$ cat config.mk
export PLATFORM = sky130hd
export DESIGN_NAME = irq_encoder
export DESIGN_NICKNAME = d
export VERILOG_FILES = /design/src/rtl/irq_pkg.sv /design/src/rtl/prio_enc.sv /design/src/rtl/irq_encoder.sv
export SDC_FILE = /design/constraint.sdc
export NUM_CORES = 1
export LEC_CHECK = 0
export ABC_AREA = 1
export ABC_CLOCK_PERIOD_IN_PS = 6500
export CAP_MARGIN = 5
export CORE_AREA = 2 2 39 41
export CTS_BUF_LIST = sky130_fd_sc_hd__clkbuf_4 sky130_fd_sc_hd__clkbuf_8
export DETAILED_ROUTE_END_ITERATION = 8
export DIE_AREA = 0 0 41 43
export GPL_TIMING_DRIVEN = 0
export PLACE_DENSITY = 0.83
export SKIP_CTS_REPAIR_TIMING = 1
export SYNTH_ARGS = -nofsm -noshare
export SYNTH_HDL_FRONTEND = slang
export SYNTH_SLANG_ARGS = --single-unit
$ cat constraint.sdc
create_clock -name clk -period 6.5 [get_ports clk]
set_input_delay 0.975 -clock clk [delete_from_list [all_inputs] [get_ports clk]]
set_output_delay 0.975 -clock clk [all_outputs]
set_load 0.005 [all_outputs]
$ cat src/rtl/irq_pkg.sv
// Shared defaults and state type for the interrupt request encoder.
package irq_pkg;

    localparam int N_DEF = 6;
    localparam int W_DEF = 3;

    typedef enum logic {
        IDLE    = 1'b0,
        PRESENT = 1'b1
    } state_t;

endpackage

$ cat src/rtl/prio_enc.sv
// Fixed-priority encoder: lowest set bit wins, reports whether any bit is set.
module prio_enc #(
    parameter int N = 6,
    parameter int W = 3
) (
    input  logic [N-1:0] vec_i,
    output logic         found_o,
    output logic [W-1:0] idx_o
);

    // Scan from the top so the lowest set index is the last to write.
    always_comb begin
        found_o = 1'b0;
        idx_o   = '0;
        for (int i = N - 1; i >= 0; i--) begin
            if (vec_i[i]) begin
                found_o = 1'b1;
                idx_o   = W'(i);
            end
        end
    end

endmodule

$ cat src/rtl/irq_encoder.sv
// Sticky request capture with one-at-a-time presentation of the
// highest-priority pending index over a valid/ack handshake.
module irq_encoder
    import irq_pkg::*;
#(
    parameter int N = N_DEF,
    parameter int W = W_DEF
) (
    input  logic         clk,
    input  logic         rst,
    input  logic         en,
    input  logic [N-1:0] req_in,
    input  logic         ack,
    output logic [W-1:0] code,
    output logic         valid,
    output logic [N-1:0] pending,
    output logic [W:0]   pend_cnt
);

    state_t         state_q, state_d;
    logic [W-1:0]   code_q, code_d;
    logic [N-1:0]   pend_q, pend_d;
    logic           found;
    logic [W-1:0]   top_idx;
    logic           hs;
    logic [N-1:0]   clr_mask;

    prio_enc #(
        .N (N),
        .W (W)
    ) u_prio (
        .vec_i   (pend_q),
        .found_o (found),
        .idx_o   (top_idx)
    );

    assign hs       = (state_q == PRESENT) && ack;
    assign clr_mask = hs ? (N'(1) << code_q) : '0;
    // New requests are OR'ed in after the clear so a same-edge set wins.
    assign pend_d   = (pend_q & ~clr_mask) | req_in;

    always_ff @(posedge clk or posedge rst) begin
        if (rst) begin
            state_q <= IDLE;
            code_q  <= '0;
            pend_q  <= '0;
        end else begin
            state_q <= state_d;
            code_q  <= code_d;
            pend_q  <= pend_d;
        end
    end

    always_comb begin
        state_d = state_q;
        code_d  = code_q;
        unique case (state_q)
            IDLE: begin
                if (en && found) begin
                    state_d = PRESENT;
                    code_d  = top_idx;
                end
            end
            PRESENT: begin
                if (hs || !en) begin
                    state_d = IDLE;
                end
            end
            default: state_d = IDLE;
        endcase
    end

    always_comb begin
        valid = (state_q == PRESENT);
        code  = code_q;
    end

    assign pending = pend_q;

    always_comb begin
        pend_cnt = '0;
        for (int i = 0; i < N; i++) begin
            pend_cnt = pend_cnt + {{W{1'b0}}, pend_q[i]};
        end
    end

endmodule

==> reports/qor.csv <==
stage,metric,value,unit
cts,cts.htree.levels,1,
finish,num-fill-cells,125,
cts,clk_pin_slew,60,ps
critical_path,cp-endpoint,pend_cnt[1],
sta,min_period,3944,ps
synthesis,synth_area_leaders,"dfrtp_1 42%, fa_1 10%, nand2_1 10%",
placed_design,port_buffers,22,
critical_path,worstPathCellList,fa_1 -> inv_1 -> fa_1 -> inv_1 -> ha_1 -> fa_1 -> clkdlybuf4s50_1,
finish,multiInputGateArea,276.5,µm²
drt,wirelength,1206,µm
finish,final_nets,113,
synthesis,synth_compound_area_frac,0.08368,
synthesis,ys_warn_count,0,
drt,first_pass_iters,4,
critical_path,crit_cells,7,
synthesis,synth_edf_count,0,
critical_path,reg2reg_depth,6,
critical_path,critPathTopFamily,adder cells,
synthesis,yosysMostFrequentCell,nand2_1,
job,drv_cap,0,
critical_path,worst_path_most_repeated_cell,fa_1,
synthesis,synth-simple-area-share,0.2510,
critical_path,path_class,register to output pin,
placed_design,place_congestion,0.8776,
synthesis,synth_area,598.1,µm²
finish,regArea,250.2,µm²
cts,cts_tree,yes,
drt,drt_drc_violations_left,0,
global_route,grt.overflow.total,0,
synthesis,synth_top_family_by_area,simple AND/OR/NAND/NOR gates,
sta,tns,0,ps
cts,cts_buffers,3,
hold_path,hold_class,register to register,
critical_path,setup.worst_path.start,pending[0]$_DFF_PP0_,
finish,drive_gt1_frac,0.1237,
floorplanning,die_w,41,µm
synthesis,synth_seq_cells,10,
cts,clock_latency,260,ps
placed_design,hpwlAfterDp,1026,µm
synthesis,synth_area_per_cell,8.307,µm²
floorplanning,start_util,0.4322,
synthesis,synth.top_cell.area_share,0.4184,
synthesis,syn_nets,86,
finish,stdcell_count,113,
critical_path,cp-end-kind,output pin,
finish,area_growth,43.93,%
synthesis,synth_mux_area_frac,0,
sta,fin_skew,3.865,ps
finish,fin_util,0.6221,
sta,setup_viol,0,
critical_path,start_kind,register,
critical_path,slowest_stage,fa_1,
sta,rsz0062_at_grt,false,
global_route,antenna_found_initial,0,
critical_path,worstPathArrival,2970,ps
cts,clockRootBuffer,clkbuf_4,
global_route,grt_pass1_wl,2021,µm
floorplanning,num_rows,14,
synthesis,ys_top_cells_by_count,"16 x nand2_1, 15 x inv_1, 10 x dfrtp_1",
cts,cts.sinks,10,
placed_design,dpl.cell_count,110,
synthesis,yosys.area_share.adder,0.1213,
synthesis,ys.flop_type,dfrtp_1,
global_route,grt_pass1_vias,502,
critical_path,required,5520,ps
global_route,grt_max_degree,11,
floorplanning,die_area,1763,µm²
critical_path,r2r-end,code[0]$_DFFE_PP0P_,
floorplanning,core_area,1384,µm²
power_and_ir_drop,vdd_ir_drop_max,0.1707,mV
critical_path,path_buf_inv,3,
drt,vias_per_cell,4.611,
critical_path,rr_startpoint,pending[0]$_DFF_PP0_,
sta,fmax,253.5,MHz
critical_path,r2r_slack,5450,ps
synthesis,synth-async-reset-ratio,1.000,
drt,wl_per_cell,10.67,µm
sta,hold_viol_final,0,
floorplanning,pin_count,24,
synthesis,netlist.top_cell.by_area,dfrtp_1,
drt,ant_nets,0,
synthesis,ys_types,17,
cts,clock_path_buffers,2,
drt,drt_iter0_drc,5,
power_and_ir_drop,p_leak,0.0004403,µW
run_status,status,"complete, no violations",
power_and_ir_drop,p_per_area,278.1,nW/µm²
critical_path,critPathMaxFanout,4,
drt,via_count,521,
sta,holdWs,575.3,ps
floorplanning,die_h,43,µm
synthesis,ys_seq_area_frac,0.4184,
sta,fin_crit_sh,0.6068,
finish,antennaDiodeCount,0,
sta,drv_slew,0,
synthesis,synth_xor_xnor_area_share,0,
global_route,track_usage,0.1804,
synthesis,syn_inst,72,
critical_path,slowest_delay,550,ps
-- worst min path at each step --
| stage | from | to | depth (start not counted) |
|---|---|---|---|
| 6_report | code[0]$_DFFE_PP0P_ | code[0]$_DFFE_PP0P_ | 2 |
| 3_5_place_dp | code[0]$_DFFE_PP0P_ | code[0]$_DFFE_PP0P_ | 2 |
| 3_3_place_gp | code[0]$_DFFE_PP0P_ | code[0]$_DFFE_PP0P_ | 2 |
| 5_1_grt | code[1]$_DFFE_PP0P_ | code[1]$_DFFE_PP0P_ | 2 |
| 2_1_floorplan | code[0]$_DFFE_PP0P_ | code[0]$_DFFE_PP0P_ | 2 |
| 4_1_cts | code[0]$_DFFE_PP0P_ | code[0]$_DFFE_PP0P_ | 2 |
-- where the power goes --
part           internal, µW  switching [µW]
Combinational          59.6            49.2
Sequential             74.5            14.5
Clock                  21.4            20.1
Total                   156            83.8
-- layer usage --
metal / part of all wire / global-route usage / wire (µm) / vias up
met5: 0 / 0 / 0 / -
met4: 0.019 / 0.1000 / 23 / 0
met3: 0.057 / 0.07853 / 69 / 2
met2: 0.52 / 0.2875 / 629 / 17
met1: 0.40 / 0.1858 / 484 / 240
li1: - / - / - / 262
-- layout make-up --
type | count | area share
Inverter | 17 | 0.07413
Buffer | 1 | 0.008721
Timing Repair Buffer | 22 | 0.2558
Multi-Input combinational cell | 44 | 0.3212
Tap cell | 16 | 0.02326
Clock buffer | 3 | 0.02616
Sequential cell | 10 | 0.2907
-- worst register-to-register path, stage by stage, from the launching register on --
cell and delay, ps:
dfrtp_1 440, nor2_2 150, nand2_1 70, nand2_2 70, nand2_2 70, nand3_1 90, nand2_1 50
-- cells by family (layout without fill, tap and decap cells) --
logic type | count (synthesis) | after routing
flops | 10 | 10
buf+inv | 18 | 43
compound gates | 7 | 7
other cells | 1 | 1
fa+ha+maj | 4 | 4
simple gates | 32 | 32
-- stage by stage --
step | area [µm²] | setup WS, ps | power (µW)
4_1_cts | 860.8 | 2520 | 244.9
3_5_place_dp | 838.3 | 2802 | 201.8
2_1_floorplan | 598.1 | 3365 | 142.3
3_3_place_gp | 838.3 | 2856 | 196.1
5_1_grt | 860.8 | 2388 | 264.8
6_report | 860.8 | 2556 | 239.4
-- cells in the final DEF, fill, tap and decap left out --
| cell type | instances |
|---|---|
| clkdlybuf4s50_1 | 22 |
| inv_2 | 2 |
| nor2_1 | 7 |
| nor2_2 | 1 |
| nand3_2 | 1 |
| inv_1 | 15 |
| nor2_4 | 1 |
| nand3_1 | 2 |
| nand2_2 | 3 |
| o21bai_1 | 6 |
| conb_1 | 1 |
| clkbuf_4 | 3 |
| nand2_1 | 16 |
| ha_1 | 1 |
| o21ai_1 | 1 |
| nand3b_1 | 1 |
| fa_1 | 3 |
| dfrtp_1 | 10 |
| buf_4 | 1 |
-- sequential cells by signal, summed over array words and instances (netlist names) --
| signal | flops |
|---|---|
| code | 3 |
| pending | 6 |
| valid | 1 |
No activity file was read; power rests on OpenSTA's default activity.
